===== src/rtl/fifteen_line_pulse_decoder.sv =====
// Sequential 4-to-15 line decoder: each accepted code becomes a fixed-width one-hot pulse
// followed by an all-low gap. Optional one-entry pending buffer: FIFTEEN_LINE_DEC_PEND_BUF_EN.
module fifteen_line_pulse_decoder #(
    parameter int PULSE_W = 4,
    parameter int GAP_W   = 1
) (
    input  logic        clk,
    input  logic        rst_n,
    input  logic [3:0]  in_code,
    input  logic        in_valid,
    output logic        in_ready,
    output logic [14:0] lines,
    output logic        busy,
    output logic        done
);

    localparam int MAX_W = (PULSE_W > GAP_W) ? PULSE_W : GAP_W;
    localparam int CNT_W = $clog2(MAX_W + 1);
    localparam logic [CNT_W-1:0] PULSE_LD = CNT_W'(PULSE_W - 1);
    localparam logic [CNT_W-1:0] GAP_LD   = CNT_W'(GAP_W - 1);
    localparam logic [CNT_W-1:0] CNT_ONE  = CNT_W'(1);

    typedef enum logic [1:0] {
        S_IDLE,
        S_PULSE,
        S_GAP
    } state_t;

    state_t           r_state;
    state_t           w_state_nxt;
    logic [CNT_W-1:0] r_cnt;
    logic [CNT_W-1:0] w_cnt_nxt;
    logic [3:0]       r_cur_code;
    logic [3:0]       w_cur_code_nxt;
    logic             r_ready;
    logic             w_ready_nxt;
    logic [14:0]      r_lines;
    logic             r_busy;
    logic             r_done;
    logic             w_xfer;
`ifdef FIFTEEN_LINE_DEC_PEND_BUF_EN
    logic [3:0]       r_pend_code;
    logic [3:0]       w_pend_code_nxt;
    logic             r_pend_vld;
    logic             w_pend_vld_nxt;
`endif

    // Code 0 maps to no line; code k sets bit k-1.
    function automatic logic [14:0] f_onehot(input logic [3:0] code);
        logic [15:0] v;
        v = 16'd1 << code;
        return v[15:1];
    endfunction

    assign w_xfer   = in_valid && r_ready;
    assign in_ready = r_ready;
    assign lines    = r_lines;
    assign busy     = r_busy;
    assign done     = r_done;

    always_comb begin
        w_state_nxt    = r_state;
        w_cnt_nxt      = r_cnt;
        w_cur_code_nxt = r_cur_code;
`ifdef FIFTEEN_LINE_DEC_PEND_BUF_EN
        w_pend_code_nxt = r_pend_code;
        w_pend_vld_nxt  = r_pend_vld;
`endif
        case (r_state)
            S_IDLE: begin
                if (w_xfer) begin
                    w_state_nxt    = S_PULSE;
                    w_cnt_nxt      = PULSE_LD;
                    w_cur_code_nxt = in_code;
                end
            end
            S_PULSE: begin
                if (r_cnt == '0) begin
                    w_state_nxt = S_GAP;
                    w_cnt_nxt   = GAP_LD;
                end else begin
                    w_cnt_nxt = r_cnt - CNT_ONE;
                end
`ifdef FIFTEEN_LINE_DEC_PEND_BUF_EN
                if (w_xfer) begin
                    w_pend_code_nxt = in_code;
                    w_pend_vld_nxt  = 1'b1;
                end
`endif
            end
            S_GAP: begin
                if (r_cnt == '0) begin
`ifdef FIFTEEN_LINE_DEC_PEND_BUF_EN
                    // A buffered code wins; otherwise a code arriving now skips the buffer.
                    if (r_pend_vld) begin
                        w_state_nxt    = S_PULSE;
                        w_cnt_nxt      = PULSE_LD;
                        w_cur_code_nxt = r_pend_code;
                        w_pend_vld_nxt = 1'b0;
                    end else if (w_xfer) begin
                        w_state_nxt    = S_PULSE;
                        w_cnt_nxt      = PULSE_LD;
                        w_cur_code_nxt = in_code;
                    end else begin
                        w_state_nxt = S_IDLE;
                    end
`else
                    w_state_nxt = S_IDLE;
`endif
                end else begin
                    w_cnt_nxt = r_cnt - CNT_ONE;
`ifdef FIFTEEN_LINE_DEC_PEND_BUF_EN
                    if (w_xfer) begin
                        w_pend_code_nxt = in_code;
                        w_pend_vld_nxt  = 1'b1;
                    end
`endif
                end
            end
            default: begin
                w_state_nxt = S_IDLE;
                w_cnt_nxt   = '0;
            end
        endcase
`ifdef FIFTEEN_LINE_DEC_PEND_BUF_EN
        w_ready_nxt = (w_state_nxt == S_IDLE) || !w_pend_vld_nxt;
`else
        w_ready_nxt = (w_state_nxt == S_IDLE);
`endif
    end

    // Outputs are registered from the next state so they line up with the state they describe.
    always_ff @(posedge clk or negedge rst_n) begin
        if (!rst_n) begin
            r_state    <= S_IDLE;
            r_cnt      <= '0;
            r_cur_code <= '0;
            r_ready    <= 1'b1;
            r_lines    <= '0;
            r_busy     <= 1'b0;
            r_done     <= 1'b0;
`ifdef FIFTEEN_LINE_DEC_PEND_BUF_EN
            r_pend_code <= '0;
            r_pend_vld  <= 1'b0;
`endif
        end else begin
            r_state    <= w_state_nxt;
            r_cnt      <= w_cnt_nxt;
            r_cur_code <= w_cur_code_nxt;
            r_ready    <= w_ready_nxt;
            r_lines    <= (w_state_nxt == S_PULSE) ? f_onehot(w_cur_code_nxt) : 15'd0;
            r_busy     <= (w_state_nxt != S_IDLE);
            r_done     <= (r_state == S_PULSE) && (w_state_nxt == S_GAP);
`ifdef FIFTEEN_LINE_DEC_PEND_BUF_EN
            r_pend_code <= w_pend_code_nxt;
            r_pend_vld  <= w_pend_vld_nxt;
`endif
        end
    end

endmodule


===== config.mk =====
export PLATFORM = sky130hd
export DESIGN_NAME = fifteen_line_pulse_decoder
export DESIGN_NICKNAME = d
export VERILOG_FILES = /design/src/rtl/fifteen_line_pulse_decoder.sv
export SDC_FILE = /design/constraint.sdc
export NUM_CORES = 1
export LEC_CHECK = 0
export CAP_MARGIN = 20
export CORE_UTILIZATION = 34
export DETAILED_ROUTE_END_ITERATION = 12
export PLACE_DENSITY_LB_ADDON = 0.05
export SLEW_MARGIN = 15
export SYNTH_ARGS = -nofsm -noshare
export SYNTH_HDL_FRONTEND = slang
export SYNTH_SLANG_ARGS = --single-unit
export TNS_END_PERCENT = 20

===== constraint.sdc =====
create_clock -name clk -period 2.4 [get_ports clk]
set_clock_uncertainty 0.05 [all_clocks]
set_input_delay 0.48 -clock clk [delete_from_list [all_inputs] [get_ports clk]]
set_output_delay 0.48 -clock clk [all_outputs]
set_load 0.03 [all_outputs]

## Word level (Yosys, flattened, before mapping)

Cells that the tools add are included.
Widths: inputs -> output; s select.

- Flip-flop bits (word level): 27
- Input bits: 7
- Output and inout port bits: 18
- Logic and storage cells: 33

- Add/sub/neg operators: 1
- Eq/ne operators: 6
- Shifts and indexed selects: 1
- Mux-type cells: 11
- Reduce and logical (&&, ||, !) cells: 7

Operators with widths:

| operator | number |
|---|---|
| $shl 1x4->16 const A | 1 |
| $mux 15 | 1 |
| $mux 3 | 3 |
| $pmux 3 s3 | 1 |
| $mux 4 | 2 |
| $mux 2 | 3 |
| $pmux 2 s3 | 1 |
| $eq 2x1->1 const B | 2 |
| $eq 2x2->1 const B | 2 |
| $logic_not 2->1 | 2 |
| $ne 2x2->1 const B | 2 |
| $logic_not 3->1 | 1 |
| $sub 3x1->3 const B | 1 |
| $logic_and 1x1->1 | 2 |
| $reduce_and 2->1 | 1 |
| $reduce_bool 2->1 | 1 |

## Logic depth before layout (Yosys ltp)

- Word-level depth: 5
- Gate-level depth with buffers: 6
- Gate-level depth less buffers: 6

## Least setup slack after synthesis

No wires, ideal clock.

- Path type: register to register
- From: register r_ready (netlist: in_ready)
- To: register r_lines[7] (netlist: lines[7])
- Arrival time: 1.697 ns
- Required time: 2.284 ns
- Setup slack: 0.587 ns
- Cell stages (with the launch flop): 5
- Cell sequence: dfstp_2 -> nand4bb_2 -> or4b_1 -> a211oi_2 -> and2_1

- Cells in the longest elaborated chain, start to end: 5
- Elaborated cells on any way between the ends: 8

RTL lines:

| element | line | text |
|---|---|---|
| start, declared | 35 | `logic r_ready;` |
| start signal, assigned | 150 | `r_ready <= w_ready_nxt;` |
| $logic_and 1x1->1 * | 55 | `assign w_xfer = in_valid && r_ready;` |
| $mux 2 or $mux 4 (tied branches) | 71 | `if (w_xfer) begin` |
| $pmux 2 s3 or $mux 4 (tied branches) | 69 | `case (r_state)` |
| $eq 2x1->1 or $shl 1x4->16 (tied branches) | 151, 51 |  |
| $mux 15 * | 151 | `r_lines <= (w_state_nxt == S_PULSE) ? f_onehot(w_cur_code_nxt) : 15'd0;` |
| end signal, assigned | 151 |  |
| end, declared | 37 | `logic [14:0] r_lines;` |

Mark *: on every way between the ends. The rest lies on a longest branch, timed or not.
A chain may end at the register's enable or synchronous reset.

## Worst setup path after layout

- From: register r_ready (netlist: in_ready)
- To: output port in_ready

RTL lines:

| element | line | text |
|---|---|---|
| end, declared | 11 | `output logic in_ready,` |

No word-level cell between the ends.

==> metrics.cfg <==
[die]
row_count = 21
dieHeight_um = 62.8
initial_core_util_pct = 36.5
die_w_um = 62.8
fp.coreArea_um2 = 3440
dieArea_um2 = 3950
ios = 25

[grt]
grt_pass1_wl_mm = 4.31
overflow = 0
grtUsageTotal_pct = 14.2
grt_pass1_vias = 892
grt_max_degree = 28
antenna_found_initial = 0

[detailed_routing]
antenna_left = 0
vias = 941
drt_first_pass_iters = 4
drt-vias-per-instance = 4.88
wirelength_mm = 2.49
drt_iter0_markers = 15
drc = 0
wl_per_cell_um = 12.9

[worst_setup_path]
path_delay_family = buffers and inverters
cp-start-kind = flop
critPathBufInv = 1
worstPathRequired_ns = 1.87
crit_path_end_kind = output pin
slowest_delay_ns = 0.69
arrival_ns = 1.58
slowest_stage = clkdlybuf4s50_1
worst-path-max-fanout = 7
critPathKind = reg -> out
crit_chain = clkdlybuf4s50_1

[timing]
tns_ns = 0
min_period_ns = 2.11
maxSlewViolCount = 0
timing.final.crit_share_pct = 88.0
slew-limit-headroom_pct = 61.6
hold_viol = 0
worstMarginPinSlew_ns = 0.570
timing.fmax_mhz = 473
rsz0062_at_grt = no
finalSetupViolCount = 0

[placement]
dp_hpwl_mm = 1.80
gp_congestion = 0.751
port_buffers = 24
dpl_cell_area_um2 = 1560

[synth]
yosysWarnings = 0
syn-num-nets = 126
syn_inst = 117
netlist_area_um2 = 1260
avgSynthCellArea_um2 = 10.7
synth-async-reset-ratio_pct = 100
synth_edf_count = 0
yosys-top-cells-count = dfrtp_1, nand2_1, nor2_1
synth_top_cell_by_area = dfrtp_1
synthTopCellsByArea = dfrtp_1, nand2_1, a21oi_1
ys_seq_area_share_pct = 53.8
yosysMostFrequentCell = dfrtp_1
ys.flop_type = dfrtp_1
synth-seq-cells = 27
synth.top_cell.area_share_pct = 51.7
synth_cell_types = 45

[status]
status = completed

[final_layout]
diodes = 0
nets = 157
fillers = 311
areaGrowthSynthToFinish_pct = 27.7
stdcell_area_um2 = 1610
multiInputGateArea_um2 = 518
seqCellArea_um2 = 677
layout-drive-gt1-share_pct = 9.52

[pwr]
p_total_mw = 1.83
vdd_drop_max_mv = 0.487
power.density_nw_per_um2 = 1140
p_leak_nw = 0.708

[cts]
clkTransAtPathRegs_ns = 0.09
cts_buffers = 3
h-tree-depth = 1
cts_tree = yes
cts_setup_buffers = 0
postCtsResizedCells = 0
cts_buffer_depth = 2
cts_hold_buf = 0
root_buffer = clkbuf_8
clock_latency_ns = 0.27
clock-sinks = 27

[min_path]
hold_path.class = in -> async

[flow_run]
maxCapViolCount = 0

## path summary, 6_finish.rpt
path | startpoint | to | slack (ns) | cells past startpoint
max reg2reg | r_state[0]$_DFF_PN0_ | lines[8]$_DFF_PN0_ | 0.48 | 4
min | rst_n | r_cur_code[0]$_DFF_PN0_ | 0.53 | 2
max | in_ready$_DFF_PN1_ | in_ready | 0.29 | 1
min in group clk | r_cnt[0]$_DFFE_PN0P_ | r_cnt[0]$_DFFE_PN0P_ | 0.53 | 1
max in group asynchronous | rst_n | in_ready$_DFF_PN1_ | 1.48 | 2
min reg2reg | r_cnt[0]$_DFFE_PN0P_ | r_cnt[0]$_DFFE_PN0P_ | 0.53 | 1
## layout make-up
cell class                      count  area share [%]
Tap cell                           46            3.59
Multi-Input combinational cell     80            32.3
Inverter                            7            1.64
Clock inverter                      1           0.468
Timing Repair Buffer               29            17.3
Sequential cell                    27            42.2
Clock buffer                        3            2.57
## registers in the layout, indices dropped and copies added, names as in the netlist
| register | flops |
|---|---|
| r_state | 2 |
| in_ready | 1 |
| r_cur_code | 4 |
| r_cnt | 3 |
| done | 1 |
| busy | 1 |
| lines | 15 |
## cells in the final DEF (no fill, tap or decap), types with 2 or more instances in the layout
cell type	synthesis	layout
o22ai_1	2	2
nor2b_1	2	2
or3_1	2	2
nor3_1	3	3
a21oi_1	7	7
buf_4	0	5
dfrtp_1	26	26
clkbuf_8	1	3
nand2_1	11	11
nand3_1	3	3
ha_1	2	2
and3_1	4	4
and2_1	3	3
clkdlybuf4s50_1	0	24
mux2i_1	2	2
o21ai_0	3	3
nor2_1	8	8
nand2b_1	2	2
inv_1	7	7
## layer usage
metal	part of all wire [%]	vias up	global-route usage (%)	routed length [um]
met5	0	-	0	0
met4	2.2	0	7.85	55
met2	44	22	20.4	1090
met1	51	438	20.2	1270
li1	-	477	-	-
met3	2.9	4	2.19	71
## where the power goes
part / internal [mW] / total [mW] / switching (mW)
clock: 0.118 / 0.260 / 0.142
sequential: 0.587 / 0.719 / 0.131
combinational: 0.368 / 0.851 / 0.483
total: 1.07 / 1.83 / 0.756
## cell families after synthesis
group                      share of synthesized area, %
DFF                                                53.8
adders and majority gates                          1.99
and+or+nand+nor                                    23.7
muxes                                              1.59
AOI/OAI and AO/OA                                  13.2
xor gates and xnor gates                          0.697
buffers and inverters                              4.98
## per-stage QoR
stage / util (%) / std cells / hold slack, ns / setup WS [ns]
finish: 46.6 / 193 / 0.526 / 0.287
global route: 46.6 / 193 / 0.553 / 0.237
CTS: 46.6 / 193 / 0.530 / 0.267
detailed placement: 45.2 / 189 / 0.518 / 0.139
global placement: 45.2 / 189 / 0.498 / 0.173
floorplan: - / 117 / 0.134 / 0.587
Note: power is estimated with default switching activity, not from simulation.
==> RTL edit, RTL diff (same flow settings) <==
Re-encode `state_t` (3 states) as one-hot, 3 bits wide.
--- a/src/rtl/fifteen_line_pulse_decoder.sv
+++ b/src/rtl/fifteen_line_pulse_decoder.sv
@@ -20,10 +20,10 @@
     localparam logic [CNT_W-1:0] GAP_LD   = CNT_W'(GAP_W - 1);
     localparam logic [CNT_W-1:0] CNT_ONE  = CNT_W'(1);
 
-    typedef enum logic [1:0] {
-        S_IDLE,
-        S_PULSE,
-        S_GAP
+    typedef enum logic [2:0] {
+        S_IDLE  = 3'b001,
+        S_PULSE = 3'b010,
+        S_GAP   = 3'b100
     } state_t;
 
     state_t           r_state;
Check against the original RTL: no difference found for any inputs over 10 cycles, from zero or initial values and one cycle with rst_n low; not proved beyond that.
==> RTL edit against the unedited design <==
  * Wire length up 16%
  * Worst setup slack better by 0.083 ns
  * Synthesized area up 5.7%
  * Final area up 4.3%
  * Critical path type unchanged
  * Sequential power down 1%
  * Power down 0.95%
  * Sequential cell count up 1
  * Synthesized cell count unchanged
==> RTL edit: results (changes against the unedited design) <==
[final_layout]
drive_above_1_share_pct=10.7  ; was 9.52%
num-nets-final=150  ; was 157
nFillCells=345  ; was 311
num_antenna_cells=0  ; unchanged

[clocking]
post_cts_buffers=0  ; unchanged
clkLatencyLatePin_ns=0.27  ; about the same

[placed_design]
dp_hpwl_um=2150  ; was 1800 um
gp_congestion=0.833  ; was 0.751

[global_route]
track_usage_pct=16.2  ; was 14.2%
grt_pass1_wl_um=5110  ; was 4310 um
grt_pass1_vias=986  ; was 892
grt_max_degree=19  ; was 28

[critical_path]
crit_slowest_cell=clkdlybuf4s50_1  ; unchanged
crit-reg2reg-launch=r_cnt[0]  ; was r_state[0]
reg2reg_slack_ns=0.52  ; was 0.48 ns
max_stage_delay_ns=0.67  ; was 0.69 ns
critPathMaxFanout=4  ; was 7
cp.arrival_ns=1.50  ; was 1.58 ns
worst_r2r_path_depth=5  ; was 4
r2r_end=lines[13]  ; was lines[8]

[drt]
viasPerCell=5.54  ; was 4.88
drt_wl_total_um=2880  ; was 2490 um
drt_iter0_drc=54  ; was 15

[sta]
slew_headroom_pct=60.0  ; was 61.6%

[power_and_ir_drop]
ir_drop_uv=442  ; was 487 uV
power_switching_uw=707  ; was 756 uW
p_leak_nw=0.689  ; was 0.708 nW

[status]
outcome=complete, no violations  ; unchanged

[synth]
synth_common_cells=dfrtp_1 (26), a22oi_1 (15), nand4_1 (7), inv_1 (6), nor2b_1 (6)  ; was dfrtp_1 (26), nand2_1 (11), nor2_1 (8), a21oi_1 (7), inv_1 (7)
synth_area_leaders=dfrtp_1 (49%), a22oi_1 (8.5%), mux2_2 (4.2%), dfstp_2 (4.0%), nand4_1 (3.3%)  ; was dfrtp_1 (52%), nand2_1 (3.3%), a21oi_1 (2.8%), nor2_1 (2.4%), dfstp_2 (2.1%)
yosysSeqAreaShare_pct=52.9  ; was 53.8%
synthDistinctLibCells=36  ; was 45

[RTL edit: worst max path at each step]
| stage | cells past startpoint | startpoint | endpoint |
|---|---|---|---|
| floorplan | 6 | r_cnt[0] | lines[12] |
| global placement | 4 | in_valid | lines[7] |
| detailed placement | 4 | in_valid | lines[7] |
| CTS | 1 | in_ready | in_ready |
| global route | 1 | in_ready | in_ready |
| finish | 1 | in_ready | in_ready |
[RTL edit: routing by layer]
| metal | global-route usage [%] | wire length, um |
|---|---|---|
| met5 | 0 | 0 |
| met2 | 22.2 | 1300 |
| met4 | 5.83 | 35 |
| met3 | 2.29 | 135 |
| met1 | 25.3 | 1410 |
[RTL edit: area by class of cell]
| cell class | instances | area, um2 | area share [%] |
|---|---|---|---|
| Clock buffer | 3 | 41.3 | 2.47 |
| Clock inverter | 1 | 30.0 | 1.79 |
| Inverter | 6 | 22.5 | 1.35 |
| Multi-Input combinational cell | 77 | 569 | 34.0 |
| Sequential cell | 28 | 703 | 42.0 |
| Tap cell | 48 | 60.1 | 3.59 |
| Timing Repair Buffer | 25 | 248 | 14.8 |
[RTL edit: kinds of logic (layout without fill, tap and decap cells)]
logic type	after synthesis	in the layout	share of synthesized area (%)
and+or+nand+nor	38	38	18.3
AOI/OAI and AO/OA	29	29	16.4
DFF	28	28	52.9
buffers and inverters	12	35	4.24
muxes	6	6	4.99
adders and majority gates	2	2	1.88
xor gates and xnor gates	2	2	1.32
[RTL edit: power by group through the flow]
stage	Combinational [mW]	Sequential, mW	Clock, mW
after floorplan	0.526	0.731	0
after global placement	0.713	0.716	0
after detailed placement	0.725	0.718	0
after CTS	0.726	0.709	0.382
after global routing	0.818	0.734	0.405
final	0.732	0.710	0.371
[RTL edit: stage by stage]
stage / utilization (%) / instances / hold WS [ns] / setup slack (ns) / area (um2)
3_3_place_gp: 43.1 / 184 / 0.473 / 0.367 / 1600
3_5_place_dp: 43.1 / 184 / 0.472 / 0.321 / 1600
2_1_floorplan: - / 117 / 0.134 / 0.658 / 1330
5_1_grt: 45.1 / 188 / 0.508 / 0.319 / 1670
4_1_cts: 45.1 / 188 / 0.486 / 0.359 / 1670
6_report: 45.1 / 188 / 0.471 / 0.370 / 1670
